**src/rtl/multicycle_control.sv**
```systemverilog
// multicycle_control: main controller for a multicycle RV-style datapath.
// It sequences fetch, decode, execute, memory and writeback for loads,
// stores, I-type ALU, R-type ALU and conditional branches. Any other opcode
// parks the block in TRAP until reset.
//
// Optional feature: define MULTICYCLE_CONTROL_INSTRET_EN to add a 64-bit
// retired-instruction counter on output port instret.
//
// Ports:
//   clk        rising-edge clock
//   reset      asynchronous active-high reset
//   instruc    instruction register contents, opcode in [6:0]
//   zero       ALU zero flag, used in BRANCH
//   mem_ready  memory handshake, request completes in the cycle it is 1
//   state      current FSM state encoding
//   pc_write, pc_src, ir_write, reg_write, mem_read, mem_write,
//   alu_src, mem_to_reg            datapath strobes and selects
//   alu_op     00 add, 01 subtract/compare, 10 funct-decoded
//   illegal    sticky unsupported-opcode flag
//   instret    retired-instruction count (only with the macro defined)
//
// state  | meaning
// FETCH  | read instruction memory, load IR and PC+4 on mem_ready
// DECODE | latch opcode, pick execute path or trap
// EXEC   | address / ALU computation
// BRANCH | compare, redirect PC to target when zero
// MEM    | data memory access, held until mem_ready
// WB     | register file write
// TRAP   | unsupported opcode, all strobes off until reset

module multicycle_control (
  input  logic        clk,
  input  logic        reset,
  input  logic [31:0] instruc,
  input  logic        zero,
  input  logic        mem_ready,
  output logic [2:0]  state,
  output logic        pc_write,
  output logic        pc_src,
  output logic        ir_write,
  output logic        reg_write,
  output logic        mem_read,
  output logic        mem_write,
  output logic        alu_src,
  output logic        mem_to_reg,
  output logic [1:0]  alu_op,
  output logic        illegal
`ifdef MULTICYCLE_CONTROL_INSTRET_EN
  ,
  output logic [63:0] instret
`endif
);

  typedef enum logic [2:0] {
    S_FETCH  = 3'd0,
    S_DECODE = 3'd1,
    S_EXEC   = 3'd2,
    S_BRANCH = 3'd3,
    S_MEM    = 3'd4,
    S_WB     = 3'd5,
    S_TRAP   = 3'd7
  } state_t;

  localparam logic [6:0] OP_LOAD   = 7'b0000011;
  localparam logic [6:0] OP_STORE  = 7'b0100011;
  localparam logic [6:0] OP_IALU   = 7'b0010011;
  localparam logic [6:0] OP_RTYPE  = 7'b0110011;
  localparam logic [6:0] OP_BRANCH = 7'b1100011;

  state_t     state_q;
  logic [6:0] opcode_q;
  logic       illegal_q;
  logic       is_load;
  logic       is_store;
  logic       is_rtype;

  // Only the opcode field is consumed here; the rest belongs to the datapath.
  logic unused_instruc;
  assign unused_instruc = ^instruc[31:7];

  assign is_load  = (opcode_q == OP_LOAD);
  assign is_store = (opcode_q == OP_STORE);
  assign is_rtype = (opcode_q == OP_RTYPE);

  always_ff @(posedge clk or posedge reset) begin
    if (reset) begin
      state_q   <= S_FETCH;
      opcode_q  <= 7'd0;
      illegal_q <= 1'b0;
    end else begin
      case (state_q)
        S_FETCH: begin
          if (mem_ready) state_q <= S_DECODE;
        end
        S_DECODE: begin
          opcode_q <= instruc[6:0];
          case (instruc[6:0])
            OP_LOAD, OP_STORE, OP_IALU, OP_RTYPE: state_q <= S_EXEC;
            OP_BRANCH:                            state_q <= S_BRANCH;
            default: begin
              state_q   <= S_TRAP;
              illegal_q <= 1'b1;
            end
          endcase
        end
        S_EXEC: begin
          // Only the four EXEC opcodes can reach here, so anything that is
          // not a memory op is an ALU op headed for writeback.
          if (is_load || is_store) state_q <= S_MEM;
          else                     state_q <= S_WB;
        end
        S_BRANCH: state_q <= S_FETCH;
        S_MEM: begin
          if (mem_ready) state_q <= is_load ? S_WB : S_FETCH;
        end
        S_WB:   state_q <= S_FETCH;
        S_TRAP: state_q <= S_TRAP;
        default: begin
          // Unused encoding 6 is treated as a fault.
          state_q   <= S_TRAP;
          illegal_q <= 1'b1;
        end
      endcase
    end
  end

  // Strobes are decoded from state; reset gates them directly so they drop
  // the moment reset rises, without waiting for the flops to settle.
  always_comb begin
    pc_write   = 1'b0;
    pc_src     = 1'b0;
    ir_write   = 1'b0;
    reg_write  = 1'b0;
    mem_read   = 1'b0;
    mem_write  = 1'b0;
    alu_src    = 1'b0;
    mem_to_reg = 1'b0;
    alu_op     = 2'b00;
    if (!reset) begin
      case (state_q)
        S_FETCH: begin
          mem_read = 1'b1;
          if (mem_ready) begin
            ir_write = 1'b1;
            pc_write = 1'b1;
          end
        end
        S_EXEC: begin
          alu_src = !is_rtype;
          alu_op  = (is_load || is_store) ? 2'b00 : 2'b10;
        end
        S_BRANCH: begin
          alu_op = 2'b01;
          if (zero) begin
            pc_write = 1'b1;
            pc_src   = 1'b1;
          end
        end
        S_MEM: begin
          mem_read  = is_load;
          mem_write = is_store;
        end
        S_WB: begin
          reg_write  = 1'b1;
          mem_to_reg = is_load;
        end
        default: ;
      endcase
    end
  end

  assign state   = state_q;
  assign illegal = illegal_q;

`ifdef MULTICYCLE_CONTROL_INSTRET_EN
  logic [63:0] instret_q;
  logic        retire;

  assign retire = (state_q == S_WB) || (state_q == S_BRANCH) ||
                  ((state_q == S_MEM) && mem_ready && is_store);

  always_ff @(posedge clk or posedge reset) begin
    if (reset)       instret_q <= 64'd0;
    else if (retire) instret_q <= instret_q + 64'd1;
  end

  assign instret = instret_q;
`endif

endmodule

```
**config.mk**
```make
export PLATFORM = sky130hd
export DESIGN_NAME = multicycle_control
export DESIGN_NICKNAME = d
export VERILOG_FILES = /design/src/rtl/multicycle_control.sv
export SDC_FILE = /design/constraint.sdc
export NUM_CORES = 1
export LEC_CHECK = 0
export CAP_MARGIN = 20
export CORE_MARGIN = 4
export CORE_UTILIZATION = 32
export DETAILED_ROUTE_END_ITERATION = 8
export HOLD_SLACK_MARGIN = 0.1
export PLACE_DENSITY = 0.79
export SYNTH_ARGS = -nofsm -noshare
export SYNTH_HDL_FRONTEND = slang
export SYNTH_SLANG_ARGS = --single-unit
```
**constraint.sdc**
```tcl
create_clock -name clk -period 2 [get_ports clk]
set_input_delay 0.2 -clock clk [delete_from_list [all_inputs] [get_ports clk]]
set_output_delay 0.2 -clock clk [all_outputs]
set_load 0.03 [all_outputs]
```
* After elaboration in Yosys (flattened, before gate mapping)
Cells that the tools add are included.
** Word-level totals
- Output and inout port bits :: 14
- Logic and storage cells :: 59
- Bits in registers :: 11
- Input bits :: 36
** Cells by class
- Equality and inequality tests :: 17
- Muxes and demuxes :: 29
- Bitwise operators :: 1
- Reductions and logical operators :: 9
** Operators by type and width (number)
- $eq A7 B6 Y1 const B :: 4
- $mux W1 :: 18
- $pmux W3 S5 :: 1
- $eq A7 B2 Y1 const B :: 2
- $eq A3 B3 Y1 const B :: 3
- $mux W3 :: 3
- $eq A7 B5 Y1 const B :: 1
- $eq A7 B7 Y1 const B :: 1
- $eq A3 B2 Y1 const B :: 2
- $ne A2 B2 Y1 const B :: 3
- $pmux W1 S2 :: 3
- $pmux W3 S2 :: 1
- $reduce_or A6 Y1 :: 1
- $reduce_or A5 Y1 :: 1
- $mux W2 :: 2
- $pmux W2 S2 :: 1
- $reduce_and A2 Y1 :: 2
- $reduce_or A4 Y1 :: 1
- $eq A3 B1 Y1 const B :: 1
- $logic_not A3 Y1 :: 1
- $reduce_or A2 Y1 :: 1
- $logic_not A1 Y1 :: 1
- $logic_or A1 B1 Y1 :: 1
- $not A1 Y1 :: 1

* Depth between registers and ports, before layout
- Depth after elaboration :: 5
- Gate-level depth with buffers :: 5
- Depth with buffers taken out :: 4

* Worst setup path before layout
No wires, ideal clock.
- Path type :: reg-to-output
- Start :: reg state_q[2] (netlist: state[2])
- End :: out mem_to_reg
- Cell stages (with the launch flop) :: 4
- Required time :: 1.800 ns
- Buffers on the path :: 1
- Setup slack :: -0.449 ns
- Arrival time :: 2.249 ns
- Path through :: dfrtp_1 > buf_2 > nor4bb_1 > and2b_2
** On the way
- Word-level cells in the longest chain between the ends :: 3
** RTL lines
- from (decl) :: line 70 : state_t state_q;
- from (signal assigned) :: line 114 : if (mem_ready) state_q <= is_load ? S_WB : S_FETCH;
- $eq A3 B3 Y1 :: line 140 : case (state_q)
- $mux W1 :: line 140
- $mux W1 :: line 139 : if (!reset) begin
- to (decl) :: line 45 : output logic mem_to_reg,
Every way passes these cells.

* Worst setup path after layout
- Start :: reg opcode_q[3]
- End :: out mem_to_reg
** On the way
- Word-level cells in the longest chain between the ends :: 3
** RTL lines
- from (decl) :: line 71 : logic [6:0] opcode_q;
- from (signal assigned) :: line 96 : opcode_q <= instruc[6:0];
- $eq A7 B2 Y1 :: line 81 : assign is_load = (opcode_q == OP_LOAD);
- $mux W1 :: line 140
- $mux W1 :: line 139
Every way passes these cells.

==> flow_metrics.py <==
metrics = {
    "yosys": {
        "yosysUniqueCellTypes": 28,
        "ys_seq_area_share_pct": 44.5,
        "avgSynthCellArea_um2": 10.5,
        "yosys_register_bits": 11,
        "syn-num-nets": 95,
        "post_synth_instance_area_um2": 618,
        "syn_inst": 59,
        "ys_warn_count": 0,
    },
    "drt": {
        "wl_um": 1440,
        "vias": 588,
        "drtIter0Drc": 3,
        "first_pass_iters": 4,
        "postRouteAntennaNets": 0,
        "viasPerCell": 5.03,
        "post_drt_wl_per_cell_um": 12.3,
        "drc": 0,
    },
    "grt": {
        "grt_max_degree": 13,
        "grt_pass1_vias": 578,
        "antenna_found_initial": 0,
        "grt_usage_pct": 11.6,
        "grt_overflow": 0,
        "grt_pass1_wl_um": 2350,
    },
    "layout": {
        "n_antenna_cell": 0,
        "nets": 129,
        "layout_common_cells": "clkdlybuf4s50_1, dfrtp_1, buf_4",
        "layout_commonest_cell": "clkdlybuf4s50_1",
        "area_growth_pct": 54.7,
        "drive_above_1_share_pct": 31.5,
    },
    "floorplan": {
        "io_pins": 50,
        "die_w_um": 52.0,
        "core_area_um2": 1780,
        "initial_core_util_pct": 34.7,
        "rows": 15,
        "die_h_um": 52.0,
        "fp.dieArea_um2": 2700,
    },
    "worst_setup_path": {
        "cp_data_arrival_time_ps": 1840,
        "reg2reg_slack_ps": 290,
        "cp-end-kind": "primary output",
        "crit_type": "reg -> out",
        "reg2reg_from": "opcode_q[3]$_DFFE_PP0P_",
        "required_ps": 1800,
        "crit_path_start_kind": "flop",
        "worstReg2RegEnd": "state[2]$_DFFE_PP0P_",
        "r2r_cells": 5,
        "worstPathMaxFanout": 3,
    },
    "sta": {
        "min_period_over_period_pct": 102,
        "finalClockSkew_ps": 7.34,
        "setup_slack_ps": -42.7,
        "fmax_mhz": 490,
        "rsz0062_at_grt": "true",
        "slew_headroom_pct": 72.0,
        "holdWs_ps": 409,
        "final_hold_viol_count": 0,
        "slew_violations": 0,
        "setup_violations": 1,
        "fin_crit_ps": 2040,
        "worstMarginPinSlew_ps": 419,
    },
    "worst_hold_path": {
        "min_path_type": "in -> async",
    },
    "clock_tree": {
        "cts.htree.levels": 1,
        "clk_path_buf_depth": 2,
        "cts_buffers": 3,
        "cts_root_buf": "clkbuf_4",
        "cts_tree": "yes",
        "clk_latency_ps": 270,
        "path_clk_slew_ps": 70,
        "clock-sinks": 11,
    },
    "outcome": {
        "violations": "setup timing",
        "status": "finished with violations",
    },
    "power_and_ir_drop": {
        "power.leakage_nw": 0.441,
        "ir_drop_uv": 711,
        "p_per_area_nw_per_um2": 1320,
        "p_total_mw": 1.27,
    },
    "run": {
        "max_cap_viol_count": 0,
    },
    "placement": {
        "portBuffers": 24,
        "place.gp.congestion": 0.749,
        "dp_hpwl_um": 1170,
    },
}
==> what timing repair did <==
action | 4_1_cts | 5_1_grt
setup buffers | 1 | 0
pin swaps | 2 | 0
endpoints found under the setup margin | 7 | 4
hold buffers | 0 | 0
gates resized for setup | 5 | 1
==> layout make-up <==
type	instances	area, um^2
clock buffers	4	26.3
fillers	176	827
inverters	4	15.0
multi-input cells	42	327
flip-flops and latches	11	275
well taps	25	31.3
repair buffers	31	282
==> layer usage <==
metal  up-vias  GRT usage [%]  part of all wire, %
met5         -              0                    0
met4         0           6.55                  2.3
met3         5           2.01                  8.6
met2        25           20.5                   48
met1       276           13.0                   41
li1        282              -                    -
==> state kept, by name, indices dropped and copies added, names as in the netlist <==
| name | count |
|---|---|
| illegal | 1 |
| state | 3 |
| opcode_q | 7 |
==> critical path: stages (launching register included) <==
cell and delay [ps]:
dfrtp_1 380, or3_4 410, or4_4 440, and2b_2 230, buf_6 120
==> synth_stat cells <==
| cell | number | area [um^2] |
|---|---|---|
| a2111o_1 | 1 | 11.3 |
| a211o_1 | 1 | 8.76 |
| a21boi_0 | 2 | 15.0 |
| a21o_1 | 1 | 7.51 |
| a21oi_1 | 2 | 10.0 |
| a21oi_2 | 1 | 8.76 |
| a2bb2oi_1 | 1 | 8.76 |
| a31oi_1 | 1 | 6.26 |
| and2_1 | 1 | 6.26 |
| and2b_2 | 1 | 8.76 |
| and3_1 | 2 | 12.5 |
| and4_1 | 1 | 8.76 |
| buf_2 | 1 | 5.00 |
| buf_4 | 1 | 7.51 |
| dfrtp_1 | 11 | 275 |
| inv_1 | 4 | 15.0 |
| mux2_2 | 7 | 78.8 |
| nand2_1 | 4 | 15.0 |
| nor2_1 | 4 | 15.0 |
| nor2b_1 | 1 | 6.26 |
| nor3_1 | 2 | 10.0 |
| nor3_2 | 1 | 10.0 |
| nor4bb_1 | 2 | 20.0 |
| o21ai_0 | 2 | 10.0 |
| o22a_1 | 1 | 8.76 |
| or2_2 | 1 | 6.26 |
| or3_4 | 1 | 11.3 |
| or4_4 | 1 | 11.3 |
==> cell families (layout without fill, tap and decap cells) <==
group,Yosys count,count (layout),synth area share [%]
simple gates,22,22,22.9
compound gates,13,13,15.4
flops,11,11,44.5
mux,7,7,12.8
buf+inv,6,39,4.45
==> power breakdown <==
group	leakage, nW	internal [mW]	switching [mW]
Combinational	0.298	0.353	0.346
Sequential	0.127	0.329	0.0888
Clock	0.0150	0.0772	0.0727
==> how the worst max path moves through the flow <==
stage                            startpoint         end  cells after the start
global route        opcode_q[3]$_DFFE_PP0P_    mem_read                      4
global placement                      reset    pc_write                      6
detailed placement                    reset    pc_write                      6
floorplan              state[2]$_DFFE_PP0P_  mem_to_reg                      3
CTS                 opcode_q[3]$_DFFE_PP0P_  mem_to_reg                      4
finish              opcode_q[3]$_DFFE_PP0P_  mem_to_reg                      4
==> through the flow <==
step	cells	setup slack (ps)	setup TNS, ps	utilization, %	cell area [um^2]
finish	117	-42.7	-42.7	53.6	956
global route	117	-83.3	-163	53.6	956
CTS	117	-35.4	-44.6	53.3	951
detailed placement	112	-153	-241	51.5	918
global placement	112	-135	-135	51.5	918
floorplan	59	-92.7	-92.7	-	624
No activity file was read; power rests on OpenSTA's default activity.
